`config.mk`:
```
export PLATFORM = sky130hd
export DESIGN_NAME = conv_out_writer
export DESIGN_NICKNAME = d
export VERILOG_FILES = /design/src/rtl/conv_out_writer.sv
export SDC_FILE = /design/constraint.sdc
export NUM_CORES = 1
export LEC_CHECK = 0
export ABC_AREA = 1
export CELL_PAD_IN_SITES_DETAIL_PLACEMENT = 0
export CELL_PAD_IN_SITES_GLOBAL_PLACEMENT = 1
export CORE_ASPECT_RATIO = 1.1
export CORE_MARGIN = 5
export CORE_UTILIZATION = 27
export DETAILED_ROUTE_END_ITERATION = 10
export GPL_ROUTABILITY_DRIVEN = 0
export PLACE_DENSITY = 0.61
export SLEW_MARGIN = 10
export SYNTH_ARGS = -nofsm -noshare
export SYNTH_HDL_FRONTEND = slang
export SYNTH_SLANG_ARGS = --single-unit
export TNS_END_PERCENT = 100
```
`constraint.sdc`:
```
create_clock -name clk -period 19.5 [get_ports clk]
set_clock_uncertainty 0.2 [all_clocks]
set_input_delay 1.95 -clock clk [delete_from_list [all_inputs] [get_ports clk]]
set_output_delay 1.95 -clock clk [all_outputs]
set_load 0.005 [all_outputs]
```
`src/rtl/conv_out_writer.sv`:
```
// conv_out_writer: buffers 32-lane result batches from the conv engine and
// serializes them into byte writes (HWC layout) starting at a per-pixel base.
//
// Control FSM
//   state    | meaning
//   C_IDLE   | waiting for start
//   C_ACTIVE | accepting batches, writer draining the FIFO
//   C_DONE   | pixel_done pulse cycle, back to idle next
// Writer FSM
//   state    | meaning
//   W_IDLE   | FIFO empty, nothing presented
//   W_WRITE  | presenting one byte of the head batch
module conv_out_writer #(
    parameter int LANES  = 32,
    parameter int ADDR_W = 24,
    parameter int DEPTH  = 2
) (
    input  logic                     clk,
    input  logic                     rst_n,
    input  logic                     start,
    input  logic [ADDR_W-1:0]        pix_base,
    input  logic [10:0]              c_out,
    input  logic                     in_valid,
    input  logic [8:0]               in_ch_base,
    input  logic [5:0]               in_count,
    input  logic signed [7:0]        in_data [0:LANES-1],
    input  logic                     in_done,
    output logic                     wr_en,
    output logic [ADDR_W-1:0]        wr_addr,
    output logic [7:0]               wr_data,
    input  logic                     wr_ready,
    output logic                     busy,
    output logic                     pixel_done,
    output logic                     overflow,
    output logic                     count_err
);
    localparam int PTR_W  = (DEPTH > 1) ? $clog2(DEPTH) : 1;
    localparam int OCC_W  = $clog2(DEPTH + 1);
    localparam int LANE_W = $clog2(LANES);

    typedef enum logic [1:0] {C_IDLE, C_ACTIVE, C_DONE} ctrl_e;
    typedef enum logic {W_IDLE, W_WRITE} wstate_e;

    ctrl_e             ctrl_q, ctrl_d;
    wstate_e           w_state_q, w_state_d;
    logic [ADDR_W-1:0] pix_base_q, pix_base_d;
    logic [10:0]       c_out_q, c_out_d;
    logic [10:0]       written_q, written_d;
    logic              seen_done_q, seen_done_d;
    logic              busy_q, busy_d;
    logic              pixel_done_q, pixel_done_d;
    logic              overflow_q, overflow_d;
    logic              count_err_q, count_err_d;
    logic [5:0]        lane_q, lane_d;
    logic              wr_en_q, wr_en_d;
    logic [ADDR_W-1:0] wr_addr_q, wr_addr_d;
    logic [7:0]        wr_data_q, wr_data_d;
    logic [PTR_W-1:0]  wr_ptr_q, wr_ptr_d;
    logic [PTR_W-1:0]  rd_ptr_q, rd_ptr_d;
    logic [OCC_W-1:0]  occ_q, occ_d;

    // Batch storage has no reset: occupancy alone says what is valid.
    logic [7:0]        fifo_data_q [DEPTH][LANES];
    logic [8:0]        fifo_ch_q   [DEPTH];
    logic [5:0]        fifo_cnt_q  [DEPTH];

    logic              push_req, push, pop, full, drop;
    logic [5:0]        eff_cnt;
    logic              load, written_inc;
    logic [PTR_W-1:0]  load_ptr;
    logic [5:0]        load_lane;

    function automatic logic [PTR_W-1:0] ptr_inc(input logic [PTR_W-1:0] p);
        return (p == PTR_W'(DEPTH - 1)) ? '0 : p + 1'b1;
    endfunction

    // Writer: walk the head batch lane by lane; chain straight into the next entry.
    always_comb begin
        w_state_d   = w_state_q;
        lane_d      = lane_q;
        wr_en_d     = wr_en_q;
        wr_addr_d   = wr_addr_q;
        wr_data_d   = wr_data_q;
        pop         = 1'b0;
        written_inc = 1'b0;
        load        = 1'b0;
        load_ptr    = rd_ptr_q;
        load_lane   = '0;
        case (w_state_q)
            W_IDLE: begin
                if (occ_q != '0) begin
                    load      = 1'b1;
                    w_state_d = W_WRITE;
                end
            end
            W_WRITE: begin
                if (wr_ready) begin
                    written_inc = 1'b1;
                    if ((lane_q + 6'd1) == fifo_cnt_q[rd_ptr_q]) begin
                        pop = 1'b1;
                        if (occ_q > OCC_W'(1)) begin
                            load     = 1'b1;
                            load_ptr = ptr_inc(rd_ptr_q);
                        end else begin
                            w_state_d = W_IDLE;
                            wr_en_d   = 1'b0;
                        end
                    end else begin
                        load      = 1'b1;
                        load_lane = lane_q + 6'd1;
                    end
                end
            end
            default: w_state_d = W_IDLE;
        endcase
        if (load) begin
            wr_en_d   = 1'b1;
            lane_d    = load_lane;
            wr_addr_d = pix_base_q + ADDR_W'(fifo_ch_q[load_ptr]) + ADDR_W'(load_lane);
            wr_data_d = fifo_data_q[load_ptr][load_lane[LANE_W-1:0]];
        end
    end

    // FIFO bookkeeping: a push into a full FIFO survives only if the head pops this cycle.
    always_comb begin
        eff_cnt  = (in_count > 6'(LANES)) ? 6'(LANES) : in_count;
        push_req = in_valid && (ctrl_q == C_ACTIVE) && (in_count != 6'd0);
        full     = (occ_q == OCC_W'(DEPTH));
        push     = push_req && (!full || pop);
        drop     = push_req && full && !pop;
        wr_ptr_d = push ? ptr_inc(wr_ptr_q) : wr_ptr_q;
        rd_ptr_d = pop  ? ptr_inc(rd_ptr_q) : rd_ptr_q;
        occ_d    = occ_q + OCC_W'(push) - OCC_W'(pop);
    end

    // Control: completion is judged on next-cycle FIFO/writer state so pixel_done
    // lands one cycle after the final accepted write.
    always_comb begin
        ctrl_d       = ctrl_q;
        pix_base_d   = pix_base_q;
        c_out_d      = c_out_q;
        written_d    = written_q + 11'(written_inc);
        seen_done_d  = seen_done_q;
        busy_d       = busy_q;
        pixel_done_d = 1'b0;
        overflow_d   = overflow_q;
        count_err_d  = count_err_q;
        case (ctrl_q)
            C_IDLE: begin
                if (start) begin
                    ctrl_d      = C_ACTIVE;
                    pix_base_d  = pix_base;
                    c_out_d     = c_out;
                    written_d   = '0;
                    seen_done_d = 1'b0;
                    overflow_d  = 1'b0;
                    count_err_d = 1'b0;
                    busy_d      = 1'b1;
                end
            end
            C_ACTIVE: begin
                if (in_done) seen_done_d = 1'b1;
                if (drop)    overflow_d  = 1'b1;
                if (seen_done_q && (occ_d == '0) && (w_state_d == W_IDLE)) begin
                    ctrl_d       = C_DONE;
                    pixel_done_d = 1'b1;
                    busy_d       = 1'b0;
                    count_err_d  = (written_d != c_out_q);
                end
            end
            C_DONE:  ctrl_d = C_IDLE;
            default: ctrl_d = C_IDLE;
        endcase
    end

    // Batch payload capture at the tail slot.
    always_ff @(posedge clk) begin
        if (push) begin
            for (int i = 0; i < LANES; i++) fifo_data_q[wr_ptr_q][i] <= in_data[i];
            fifo_ch_q[wr_ptr_q]  <= in_ch_base;
            fifo_cnt_q[wr_ptr_q] <= eff_cnt;
        end
    end

    // State and output registers.
    always_ff @(posedge clk or negedge rst_n) begin
        if (!rst_n) begin
            ctrl_q       <= C_IDLE;
            w_state_q    <= W_IDLE;
            pix_base_q   <= '0;
            c_out_q      <= '0;
            written_q    <= '0;
            seen_done_q  <= 1'b0;
            busy_q       <= 1'b0;
            pixel_done_q <= 1'b0;
            overflow_q   <= 1'b0;
            count_err_q  <= 1'b0;
            lane_q       <= '0;
            wr_en_q      <= 1'b0;
            wr_addr_q    <= '0;
            wr_data_q    <= '0;
            wr_ptr_q     <= '0;
            rd_ptr_q     <= '0;
            occ_q        <= '0;
        end else begin
            ctrl_q       <= ctrl_d;
            w_state_q    <= w_state_d;
            pix_base_q   <= pix_base_d;
            c_out_q      <= c_out_d;
            written_q    <= written_d;
            seen_done_q  <= seen_done_d;
            busy_q       <= busy_d;
            pixel_done_q <= pixel_done_d;
            overflow_q   <= overflow_d;
            count_err_q  <= count_err_d;
            lane_q       <= lane_d;
            wr_en_q      <= wr_en_d;
            wr_addr_q    <= wr_addr_d;
            wr_data_q    <= wr_data_d;
            wr_ptr_q     <= wr_ptr_d;
            rd_ptr_q     <= rd_ptr_d;
            occ_q        <= occ_d;
        end
    end

    assign wr_en      = wr_en_q;
    assign wr_addr    = wr_addr_q;
    assign wr_data    = wr_data_q;
    assign busy       = busy_q;
    assign pixel_done = pixel_done_q;
    assign overflow   = overflow_q;
    assign count_err  = count_err_q;

endmodule
```
==> qor.csv <==
stage,metric,value,unit
logic_synthesis,yosysTopAreaCell,edfxtp_1,
min_path,min_path_type,reg -> reg,
clocking,clock_latency,0.63,ns
power,switching_power,1960,uW
run_status,status,"finished, final reports clean",
drt,routedWlPerCell,20.2,um
floorplanning,chipHeight,350,um
power,switching_share,36.8,%
layout,drive_above_1_share,5.28,%
logic_synthesis,synth_flop_cell,edfxtp_1,
power,irDropWorstVdd,120,uV
logic_synthesis,synth_edf_count,542,
worst_setup_path,r2r_cells,31,
logic_synthesis,synth-seq-area-share,65.7,%
floorplanning,io_pins,349,
logic_synthesis,ys_async_sr_fraction,15.2,%
timing,min_period_over_period,36.4,%
clocking,root_buffer,clkbuf_16,
timing,drv_slew,0,
floorplanning,fp-row-count,125,
worst_setup_path,path_class,in -> reg,
logic_synthesis,synth.distinct_cells,40,
placed_design,dp_hpwl,57.6,mm
floorplanning,start_util,27.1,%
clocking,cts_resized,0,
worst_setup_path,cp-start-kind,input port,
drt,vias_per_cell,4.44,
layout,area_growth,25.9,%
worst_setup_path,required,19.82,ns
run,maxCapViolCount,0,
power,internal_power,3360,uW
logic_synthesis,ys_seq_elements,639,
clocking,cts_tree,yes,
timing,rsz0062_at_grt,false,
grt,grt_overflow,0,
clocking,path_clk_slew,0.06,ns
worst_setup_path,arrival,7.43,ns
floorplanning,dieWidth,319,um
power,comb_power_share,34.9,%
clocking,clockBufferDepth,3,
clocking,cts-htree-levels,3,
layout,fin_cells,4439,
drt,drt_iter0_markers,1275,
clocking,cts_hold_buffers,0,
worst_setup_path,cp-end-kind,flop,
power,power_density,148,mW/mm2
drt,wl,89.6,mm
logic_synthesis,synthesis.area,0.0284,mm2
power,power.leakage,0.0142,uW
logic_synthesis,synth_common_cells,"nand2_1 (591), edfxtp_1 (542), nand3_1 (517), inv_1 (355), nand3b_1 (193)",
drt,vias,19700,
timing,finalSetupViolCount,0,
timing,period_needed,7.11,ns
timing,fin_tns_setup,0,ns
logic_synthesis,synth_nets,2994,
grt,grt_max_degree,185,
logic_synthesis,yosys_warnings,0,
grt,grt_pass1_vias,19200,
layout,nets,3302,
timing,fmax,0.141,GHz
timing,worstMarginPinSlew,1.10,ns
timing,slew_headroom,26.4,%
clocking,numCtsBuffers,78,
timing,hold_viol_final,0,
logic_synthesis,netlist_top_cells_area,"edfxtp_1 (57%), nand3_1 (9.1%), dfrtp_1 (8.5%)",
power,power_frac_clock,26.9,%
layout,fin_util,34.1,%
floorplanning,coreArea,0.105,mm2
logic_synthesis,synth.avg_cell_area,10.7,um2
drt,drt_drc_violations_left,0,
logic_synthesis,synth_most_common_cell,nand2_1,
min_path,holdPathStages,2,
placed_design,port_buffers,348,
clocking,cts_sinks,639,
floorplanning,fp.dieArea,0.112,mm2
worst_setup_path,cp_max_fo,32,
power,sequentialPowerShare,38.1,%
drt,ant_nets,0,
logic_synthesis,synthCells,2658,
drt,firstDrtPassIters,5,
placed_design,place.detailed.instances,4283,
clocking,postCtsSetupRepairBufs,0,
logic_synthesis,synth_top_area_share,57.2,%
grt,grt_pass1_wl,130,mm
grt,grt_antenna_before_repair,21,
grt,grt_util_all_layers,15.5,%
[layout make-up]
type,count,area (um2)
multi-input combinational,1507,7710
inverter,365,1380
antenna,13,32.5
timing repair buffer,375,3720
fill,10700,69300
tap,1397,1750
sequential,639,18700
clock buffer,109,2240
clock inverter,34,290
[power by group through the flow]
stage | Sequential [uW] | Combinational [uW] | Clock [uW]
global placement | 2050 | 1900 | 0
global route | 2060 | 2090 | 1540
CTS | 2030 | 1920 | 1480
detailed placement | 2050 | 1910 | 0
finish | 2030 | 1860 | 1430
floorplan | 2170 | 1180 | 0
[placed cells by master, fill, tap and decap left out, types with 8 or more instances in the layout]
cell type          n
clkdlybuf4s50_1  347
clkbuf_16         83
inv_1            354
nor2_1            49
nand3_1          517
clkinv_1          17
o21ai_0           43
ha_1              17
xnor2_1           12
buf_4             25
diode_2           13
nand2_1          589
edfxtp_1         542
clkinv_2           8
a21oi_1            9
dfrtp_1           97
xor2_1            19
clkbuf_1          19
nand3b_1         193
[flip-flops by register name (all words and copies together) (netlist names), 2 cells and up]
signal	flops
c_out_q	11
ctrl_q	2
fifo_ch_q	18
fifo_cnt_q	12
fifo_data_q	512
lane_q	6
occ_q	2
pix_base_q	24
wr_addr	24
wr_data	8
written_q	11
[worst paths after layout]
path                                        start                         to  slack, ns
setup / recovery                         wr_ready    wr_addr[23]$_DFFE_PN0P_      12.39
hold / removal             wr_data[5]$_DFFE_PN0P_     wr_data[5]$_DFFE_PN0P_       0.28
setup reg to reg             rd_ptr_q$_DFFE_PN0P_    wr_addr[23]$_DFFE_PN0P_      12.96
hold reg to reg            wr_data[5]$_DFFE_PN0P_     wr_data[5]$_DFFE_PN0P_       0.28
max in group asynchronous                   rst_n  pix_base_q[3]$_DFFE_PN0P_      16.75
min in group asynchronous                   rst_n     c_out_q[2]$_DFFE_PN0P_       1.04
[kinds of logic (layout without fill, tap and decap cells)]
| family | count (synthesis) | count (layout) | share of synthesized area, % |
|---|---|---|---|
| AO/OA/AOI/OAI | 72 | 72 | 1.40 |
| multiplexers | 5 | 5 | 0.176 |
| other | 0 | 13 | 0 |
| XOR/XNOR | 31 | 31 | 0.954 |
| adder cells (fa/ha/maj) | 24 | 24 | 1.24 |
| buffers and inverters | 512 | 883 | 7.34 |
| AND/OR/NAND/NOR | 1375 | 1375 | 23.1 |
| flip-flops | 639 | 639 | 65.7 |
[critical path, cell delays in order]
cell and delay, ns:
clkdlybuf4s50_1 0.48, nand2_1 0.14, nor2_2 0.17, inv_2 0.11
nor2_4 0.09, buf_4 0.42, clkinv_2 0.69, fa_1 0.68
inv_1 0.07, ha_1 0.16, inv_1 0.06, fa_1 0.45
o21ai_0 0.31, a21oi_1 0.12, o21bai_1 0.22, a31oi_1 0.14
nor2_1 0.14, o21ai_0 0.13, nor2_1 0.28, nand2_1 0.19
nor4_1 0.21, nand2_1 0.08, nand3_1 0.07, nand2_1 0.05
[per-stage QoR]
stage	instance area, um2	hold slack [ns]	power [uW]	setup WS, ns
after CTS	35800	0.282	5430	12.34
final	35800	0.277	5320	12.39
after global placement	33300	0.267	3960	11.68
after detailed placement	33300	0.266	3960	11.66
after global routing	35800	0.300	5690	11.82
after floorplan	28400	0.248	3340	4.64
[metal layers]
| layer | up-vias | GRT usage [%] | part of all wire, % |
|---|---|---|---|
| met4 | 12 | 5.00 | 2.7 |
| met2 | 462 | 25.0 | 47 |
| met1 | 9507 | 20.8 | 45 |
| met5 | - | 0 | 0.070 |
| li1 | 9589 | - | - |
| met3 | 136 | 3.65 | 5.5 |
No activity file was read; power rests on OpenSTA's default activity.
